$ cat src/rtl/ir_hit_decoder_if.sv
// APB3 slave-side signal bundle for ir_hit_decoder.
// The firmware-facing bus master drives the request half; the decoder answers with PRDATA/PREADY/PSLVERR.
interface ir_hit_decoder_if;
  logic        PSEL;
  logic        PENABLE;
  logic        PWRITE;
  logic [31:0] PADDR;
  logic [31:0] PWDATA;
  logic [31:0] PRDATA;
  logic        PREADY;
  logic        PSLVERR;

  modport master (
    output PSEL, PENABLE, PWRITE, PADDR, PWDATA,
    input  PRDATA, PREADY, PSLVERR
  );

  modport slave (
    input  PSEL, PENABLE, PWRITE, PADDR, PWDATA,
    output PRDATA, PREADY, PSLVERR
  );
endinterface

$ cat src/rtl/ir_hit_decoder.sv
// Pulse-width IR hit-frame decoder with APB3 register access and a level interrupt.
// Optional IR_OWN_ID_FILTER_EN adds an OWN_ID register at 0x0C that suppresses hits carrying our own ID.
//
// state   | meaning
// S_IDLE  | line idle, waiting for a falling edge
// S_HDR   | inside the first mark, waiting to classify it as a header
// S_SPACE | inside an inter-bit space, bounded by 2 units
// S_MARK  | inside a data mark, classified on its rising edge
// S_DONE  | one cycle: publish the decoded ID
// S_ERR   | one cycle: flag a framing error
module ir_hit_decoder #(
  parameter int unsigned UNIT_CYC = 24000,
  parameter int unsigned CNT_W    = 18
) (
  input  logic              PCLK,
  input  logic              PRESERN,
  ir_hit_decoder_if.slave   apb,
  input  logic              hit_data,
  output logic              FABINT
);

  localparam logic [31:0] L0_MIN    = 32'((UNIT_CYC) / 2);
  localparam logic [31:0] L1_MIN    = 32'((3 * UNIT_CYC) / 2);
  localparam logic [31:0] L1_MAX    = 32'((5 * UNIT_CYC) / 2);
  localparam logic [31:0] HDR_MIN   = 32'((7 * UNIT_CYC) / 2);
  localparam logic [31:0] HDR_MAX   = 32'((9 * UNIT_CYC) / 2);
  localparam logic [31:0] SPACE_MAX = 32'(2 * UNIT_CYC);

  typedef enum logic [2:0] {
    S_IDLE, S_HDR, S_SPACE, S_MARK, S_DONE, S_ERR
  } state_t;

  typedef enum logic [1:0] {
    CL_ZERO, CL_ONE, CL_HDR, CL_ERR
  } mclass_t;

  state_t           state_q, state_d;
  logic             s1_q, s1_d, s2_q, s2_d, prev_q, prev_d;
  logic [CNT_W-1:0] cnt_q, cnt_d;
  logic [2:0]       bit_idx_q, bit_idx_d;
  logic [7:0]       shreg_q, shreg_d;
  logic             valid_q, valid_d, ovr_q, ovr_d, ferr_q, ferr_d;
  logic [7:0]       data_q, data_d;
  logic             en_q, en_d, irq_en_q, irq_en_d;
  logic             fabint_q, fabint_d;
`ifdef IR_OWN_ID_FILTER_EN
  logic [7:0]       own_id_q, own_id_d;
`endif

  logic        fall, rise, cnt_sat;
  logic [31:0] seg_len;
  mclass_t     mclass;
  logic        done_pulse, err_pulse, own_match, accept;
  logic        wr_en;
  logic [1:0]  reg_addr;
  logic [31:0] prdata;
  logic        unused_ok;

  // prev_q holds the previous synchronised level; edges are seen one cycle after s2_q changes
  assign fall     = prev_q & ~s2_q;
  assign rise     = ~prev_q & s2_q;
  assign cnt_sat  = &cnt_q;
  // cnt clears on the edge, so the segment length including the current cycle is cnt + 1
  assign seg_len  = 32'(cnt_q) + 32'd1;
  assign wr_en    = apb.PSEL & apb.PENABLE & apb.PWRITE;
  assign reg_addr = apb.PADDR[3:2];

`ifdef IR_OWN_ID_FILTER_EN
  assign own_match = (shreg_q == own_id_q);
`else
  assign own_match = 1'b0;
`endif
  assign accept = done_pulse & ~own_match;

  always_comb begin : conditioning
    s1_d   = hit_data;
    s2_d   = s1_q;
    prev_d = s2_q;
    if (fall || rise) begin
      cnt_d = '0;
    end else if (!cnt_sat) begin
      cnt_d = cnt_q + {{(CNT_W-1){1'b0}}, 1'b1};
    end else begin
      cnt_d = cnt_q;
    end
  end

  always_comb begin : classify
    mclass = CL_ERR;
    if (!cnt_sat) begin
      if (seg_len >= L0_MIN && seg_len < L1_MIN) begin
        mclass = CL_ZERO;
      end else if (seg_len >= L1_MIN && seg_len < L1_MAX) begin
        mclass = CL_ONE;
      end else if (seg_len >= HDR_MIN && seg_len < HDR_MAX) begin
        mclass = CL_HDR;
      end
    end
  end

  always_comb begin : fsm_next
    state_d    = state_q;
    bit_idx_d  = bit_idx_q;
    shreg_d    = shreg_q;
    done_pulse = 1'b0;
    err_pulse  = 1'b0;
    if (!en_q) begin
      state_d = S_IDLE;
    end else begin
      case (state_q)
        S_IDLE: begin
          if (fall) state_d = S_HDR;
        end
        S_HDR: begin
          if (rise) begin
            if (mclass == CL_HDR) begin
              state_d   = S_SPACE;
              bit_idx_d = 3'd0;
            end else begin
              state_d = S_IDLE;
            end
          end
        end
        S_SPACE: begin
          if (fall) begin
            state_d = S_MARK;
          end else if (seg_len > SPACE_MAX) begin
            state_d = S_ERR;
          end
        end
        S_MARK: begin
          if (rise) begin
            if (mclass == CL_ZERO || mclass == CL_ONE) begin
              shreg_d = {(mclass == CL_ONE), shreg_q[7:1]};
              if (bit_idx_q == 3'd7) begin
                state_d = S_DONE;
              end else begin
                bit_idx_d = bit_idx_q + 3'd1;
                state_d   = S_SPACE;
              end
            end else begin
              state_d = S_ERR;
            end
          end
        end
        S_DONE: begin
          done_pulse = 1'b1;
          state_d    = S_IDLE;
        end
        S_ERR: begin
          err_pulse = 1'b1;
          state_d   = S_IDLE;
        end
        default: state_d = S_IDLE;
      endcase
    end
  end

  always_comb begin : reg_next
    valid_d  = valid_q;
    ovr_d    = ovr_q;
    ferr_d   = ferr_q;
    data_d   = data_q;
    en_d     = en_q;
    irq_en_d = irq_en_q;
    fabint_d = irq_en_q & (valid_q | ferr_q);
`ifdef IR_OWN_ID_FILTER_EN
    own_id_d = own_id_q;
    if (wr_en && reg_addr == 2'd3) own_id_d = apb.PWDATA[7:0];
`endif
    if (wr_en) begin
      case (reg_addr)
        2'd0: begin
          if (apb.PWDATA[0]) valid_d = 1'b0;
          if (apb.PWDATA[1]) ovr_d   = 1'b0;
          if (apb.PWDATA[2]) ferr_d  = 1'b0;
        end
        2'd2: begin
          en_d     = apb.PWDATA[0];
          irq_en_d = apb.PWDATA[1];
        end
        default: ;
      endcase
    end
    // hardware sets come last so they win over a same-cycle W1C
    if (accept) begin
      data_d  = shreg_q;
      valid_d = 1'b1;
      if (valid_q) ovr_d = 1'b1;
    end
    if (err_pulse) ferr_d = 1'b1;
  end

  always_ff @(posedge PCLK or negedge PRESERN) begin
    if (!PRESERN) begin
      state_q   <= S_IDLE;
      s1_q      <= 1'b1;
      s2_q      <= 1'b1;
      prev_q    <= 1'b1;
      cnt_q     <= '0;
      bit_idx_q <= 3'd0;
      shreg_q   <= 8'h00;
      valid_q   <= 1'b0;
      ovr_q     <= 1'b0;
      ferr_q    <= 1'b0;
      data_q    <= 8'h00;
      en_q      <= 1'b0;
      irq_en_q  <= 1'b0;
      fabint_q  <= 1'b0;
`ifdef IR_OWN_ID_FILTER_EN
      own_id_q  <= 8'hFF;
`endif
    end else begin
      state_q   <= state_d;
      s1_q      <= s1_d;
      s2_q      <= s2_d;
      prev_q    <= prev_d;
      cnt_q     <= cnt_d;
      bit_idx_q <= bit_idx_d;
      shreg_q   <= shreg_d;
      valid_q   <= valid_d;
      ovr_q     <= ovr_d;
      ferr_q    <= ferr_d;
      data_q    <= data_d;
      en_q      <= en_d;
      irq_en_q  <= irq_en_d;
      fabint_q  <= fabint_d;
`ifdef IR_OWN_ID_FILTER_EN
      own_id_q  <= own_id_d;
`endif
    end
  end

  always_comb begin : read_mux
    prdata = 32'h0;
    if (apb.PSEL) begin
      case (reg_addr)
        2'd0: prdata = {29'h0, ferr_q, ovr_q, valid_q};
        2'd1: prdata = {24'h0, data_q};
        2'd2: prdata = {30'h0, irq_en_q, en_q};
`ifdef IR_OWN_ID_FILTER_EN
        2'd3: prdata = {24'h0, own_id_q};
`else
        2'd3: prdata = 32'h0;
`endif
        default: prdata = 32'h0;
      endcase
    end
  end

  assign apb.PRDATA  = prdata;
  assign apb.PREADY  = 1'b1;
  assign apb.PSLVERR = 1'b0;
  assign FABINT      = fabint_q;

  assign unused_ok = ^{apb.PADDR[31:4], apb.PADDR[1:0], apb.PWDATA[31:3]};

endmodule

$ cat src/flat_wrapper.sv
// flat-port wrapper written by rule: the top's interface ports become plain ports
module ir_hit_decoder_flat 
#(
  parameter int unsigned UNIT_CYC = 24000,
  parameter int unsigned CNT_W    = 18
)
  (PCLK, PRESERN, hit_data, FABINT, apb_PSEL, apb_PENABLE, apb_PWRITE, apb_PADDR, apb_PWDATA, apb_PRDATA, apb_PREADY, apb_PSLVERR);
  ir_hit_decoder_if apb_i ();
  input  logic PCLK;
  input  logic PRESERN;
  input  logic hit_data;
  output logic FABINT;
  input wire logic [$bits(apb_i.PSEL)-1:0] apb_PSEL;
  input wire logic [$bits(apb_i.PENABLE)-1:0] apb_PENABLE;
  input wire logic [$bits(apb_i.PWRITE)-1:0] apb_PWRITE;
  input wire logic [$bits(apb_i.PADDR)-1:0] apb_PADDR;
  input wire logic [$bits(apb_i.PWDATA)-1:0] apb_PWDATA;
  output wire logic [$bits(apb_i.PRDATA)-1:0] apb_PRDATA;
  output wire logic [$bits(apb_i.PREADY)-1:0] apb_PREADY;
  output wire logic [$bits(apb_i.PSLVERR)-1:0] apb_PSLVERR;
  assign apb_i.PSEL = apb_PSEL;
  assign apb_i.PENABLE = apb_PENABLE;
  assign apb_i.PWRITE = apb_PWRITE;
  assign apb_i.PADDR = apb_PADDR;
  assign apb_i.PWDATA = apb_PWDATA;
  assign apb_PRDATA = apb_i.PRDATA;
  assign apb_PREADY = apb_i.PREADY;
  assign apb_PSLVERR = apb_i.PSLVERR;
  ir_hit_decoder #(.UNIT_CYC(UNIT_CYC), .CNT_W(CNT_W)) u_core (.PCLK(PCLK), .PRESERN(PRESERN), .apb(apb_i), .hit_data(hit_data), .FABINT(FABINT));
endmodule
$ cat config.mk
export PLATFORM = sky130hd
export DESIGN_NAME = ir_hit_decoder_flat
export DESIGN_NICKNAME = d
export VERILOG_FILES = /design/src/rtl/ir_hit_decoder_if.sv /design/src/rtl/ir_hit_decoder.sv /design/src/flat_wrapper.sv
export SDC_FILE = /design/constraint.sdc
export NUM_CORES = 1
export LEC_CHECK = 0
export ABC_CLOCK_PERIOD_IN_PS = 4500
export CAP_MARGIN = 20
export CORE_MARGIN = 2
export CORE_UTILIZATION = 51
export DETAILED_ROUTE_END_ITERATION = 10
export GPL_TIMING_DRIVEN = 0
export HOLD_SLACK_MARGIN = 0.06
export PLACE_DENSITY_LB_ADDON = 0.25
export SYNTH_ARGS = -nofsm -noshare
export SYNTH_HDL_FRONTEND = slang
export SYNTH_SLANG_ARGS = --single-unit
$ cat constraint.sdc
create_clock -name PCLK -period 4.5 [get_ports PCLK]
set_clock_uncertainty 0.05 [all_clocks]
set_input_delay 0.45 -clock PCLK [delete_from_list [all_inputs] [get_ports PCLK]]
set_output_delay 0.45 -clock PCLK [all_outputs]
set_load 0.005 [all_outputs]
==> flow_summary.toml <==
[critical_path]
cp_max_fo = 9
slowest_stage = "nor4_2"
critPathCaptureType = "flop"
critPathRequiredTime_ns = 4.64
path_class = "reg2reg"
cp-start-kind = "flop"
path_delay_family = "simple AND/OR/NAND/NOR gates"
cp_data_arrival_time_ns = 3.86
cp_num_buf_inv = 0
worstPathCellList = "ha_1 > nand2_1 > nor4_2 > and3_2 > xnor2_1 > nor3_1 > a211oi_1 > nand3_1 > mux2_2"
max_stage_delay_ns = 0.61

[global_routing]
grt_usage_pct = 20.6
grt_max_degree = 41
grt_pass1_wl_um = 12100
antenna_found_initial = 0
grt_pass1_vias = 2526
grt_overflow = 0

[routing]
wire_per_inst_um = 14.6
drcViolationCount = 0
vias_per_cell = 5.65
dr.pass1.iters = 4
vias = 2705
drt-initial-drc-count = 167
detail-route-antenna-nets = 0
wl_um = 7000

[clock_tree]
cts_resized = 0
cts-root-buf = "clkbuf_8"
cts_tree = "yes"
clkTransAtPathRegs_ns = 0.09
clockBufferDepth = 2
cts-htree-levels = 2
clk_latency_ns = 0.30
cts_made_buffers = 5
clock_sinks = 49

[placement]
gp_congestion = 0.901
placed_cells = 470
dp_hpwl_um = 5240
io_buffers = 18
pre_cts_ws_ns = 0.812

[synth]
synth_top_area_cell = "dfrtp_1"
synthDistinctLibCells = 66
netlist_area_um2 = 3330
synth-seq-area-share_pct = 36.9
yosysWarnings = 0
synth_edf_count = 0
synth-seq-cells = 49
synthTopCellsByArea = "dfrtp_1 35%, buf_4 6.3%, mux2_2 5.7%"
synth_flop_cell = "dfrtp_1"
synth_cells = 349
async_reset_ff_share_pct = 100
avgSynthCellArea_um2 = 9.55
synth_top_area_share_pct = 34.5

[sta]
relSlewSlack_pct = 39.6
grt_setup_unrepaired = "no"
worstMarginPinSlew_ns = 0.899
setup_viol = 0
tns_ns = 0
fin_crit_sh_pct = 82.5
layout_min_cycle_time_ns = 3.71
worst_slack_ns = 0.786
hold_viol_final = 0
slew_viol_final = 0
fmax_mhz = 269

[layout]
multiInputGateArea_um2 = 1790
seq_area_um2 = 1230
syn_to_final_growth_pct = 15.5
insertedDiodeCount = 0
fillers = 572
finalNonFillerCells = 479
drive_gt1_share_pct = 21.1
final_net_count = 477

[power_and_ir_drop]
cellLeakagePower_uw = 0.00172
p_per_area_nw_per_um2 = 236
ir_drop_uv = 185

[floorplanning]
core_area_um2 = 6350
die_h_um = 84.8
num_rows = 29
dieArea_um2 = 7200
initial_utilization_pct = 52.5
ioPinCount = 105
die_w_um = 84.8

[run_status]
status = "finished clean"

[run]
maxCapViolations = 0

[hold_path]
min_path_type = "reg2reg"
-- synth_stat cells, types with 3 or more instances --
cell type  instances
dfstp_2            3
clkbuf_8           7
a21oi_1           21
nand2_1           25
o21a_1             3
nor2_1            27
nand3b_1           3
buf_4             28
o31ai_1            3
and3_2             5
clkbuf_1           4
xnor2_1           13
buf_6              3
inv_1              7
nand3_1            9
nor4_1            10
and2_1            10
mux2i_1            5
ha_1               6
mux2_2            17
a31oi_1            4
a211o_1            5
nor3_1            10
nand4b_1           3
o21ai_0           10
nand4_1            7
dfrtp_1           46
o2bb2ai_1          3
o21bai_1           3
-- stage by stage --
stage | hold slack [ns] | area [µm²] | utilization [%] | total power [µW]
4_1_cts | 0.315 | 3850 | 60.6 | 918
3_3_place_gp | 0.297 | 3700 | 58.3 | 587
5_1_grt | 0.326 | 3850 | 60.6 | 953
2_1_floorplan | 0.104 | 3420 | - | 552
3_5_place_dp | 0.281 | 3720 | 58.6 | 591
6_report | 0.316 | 3850 | 60.6 | 909
-- state kept, by name (all words and copies together) (netlist names) --
register,count
u_core.cnt_q,18
u_core.data_q,8
u_core.shreg_q,8
u_core.bit_idx_q,3
u_core.state_q,3
u_core.FABINT,1
u_core.en_q,1
u_core.ferr_q,1
u_core.irq_en_q,1
u_core.ovr_q,1
u_core.prev_d,1
u_core.prev_q,1
u_core.s1_q,1
u_core.valid_q,1
-- routing by layer --
layer | share of wire, % | up-vias | global-route usage (%)
met4 | 1.9 | 0 | 7.94
met5 | 0 | - | 0
met3 | 4.4 | 12 | 3.11
li1 | - | 1325 | -
met2 | 49 | 80 | 33.3
met1 | 45 | 1288 | 28.1
-- area by class of cell --
type                    instances  share of cell area, %
plain buffers                  45                   9.62
clock buffers                   6                   2.14
clock inverters                 2                  0.975
inverters                       8                  0.780
multi-input cells             271                   46.6
flip-flops and latches         49                   31.9
well taps                      77                   2.50
repair buffers                 21                   5.46
-- path summary, 6_finish.rpt --
| kind | end | cells past startpoint | slack (ns) | start |
|---|---|---|---|---|
| worst max-delay path | u_core.shreg_q[4] | 9 | 0.79 | u_core.cnt_q[1] |
| worst min-delay path | u_core.prev_d | 0 | 0.32 | u_core.s1_q |
| worst max register to register | u_core.shreg_q[4] | 9 | 0.79 | u_core.cnt_q[1] |
| worst min register to register | u_core.prev_d | 0 | 0.32 | u_core.s1_q |
| max in group asynchronous | u_core.prev_q | 3 | 3.36 | PRESERN |
| min in group asynchronous | u_core.data_q[3] | 2 | 0.49 | PRESERN |
-- worst register-to-register path, stage by stage, from the launching register on --
cell,delay [ns]
dfrtp_1,0.56
ha_1,0.23
nand2_1,0.16
nor4_2,0.61
and3_2,0.33
xnor2_1,0.30
nor3_1,0.12
a211oi_1,0.43
nand3_1,0.41
mux2_2,0.40
-- power breakdown --
group	leakage (µW)	switching (µW)	internal, µW	total (µW)
clock	0.0000574	144	181	324
combinational	0.000994	60.9	56.2	117
sequential	0.000668	14.8	452	467
-- cell families (layout without fill, tap and decap cells) --
logic type / count (synthesis) / count (layout) / synth area share (%)
adders and majority gates: 6 / 6 / 2.25
xor gates and xnor gates: 15 / 15 / 3.94
other: 2 / 26 / 0.225
and+or+nand+nor: 126 / 126 / 21.2
muxes: 22 / 22 / 7.24
buffers and inverters: 53 / 82 / 12.0
DFF: 49 / 49 / 36.9
AOI/OAI and AO/OA: 76 / 76 / 16.3
-- placed cells by master (no fill, tap or decap), drive strengths merged, types with 4 or more instances in the layout --
cell type       n
a211o           5
a21oi          21
a31oi           4
and2           10
and3            7
buf            36
clkbuf         18
clkdlybuf4s50  17
conb           26
dfrtp          46
ha              6
inv             7
mux2           17
mux2i           5
nand2          25
nand3           9
nand4           9
nor2           27
nor3           11
nor4           11
o21ai          10
xnor2          13
-- what timing repair did --
action,4_1_cts,5_1_grt
hold buffers,1,0
setup buffers,0,0
endpoints found under the hold margin,9,0
Note: power is estimated with default switching activity, not from simulation.
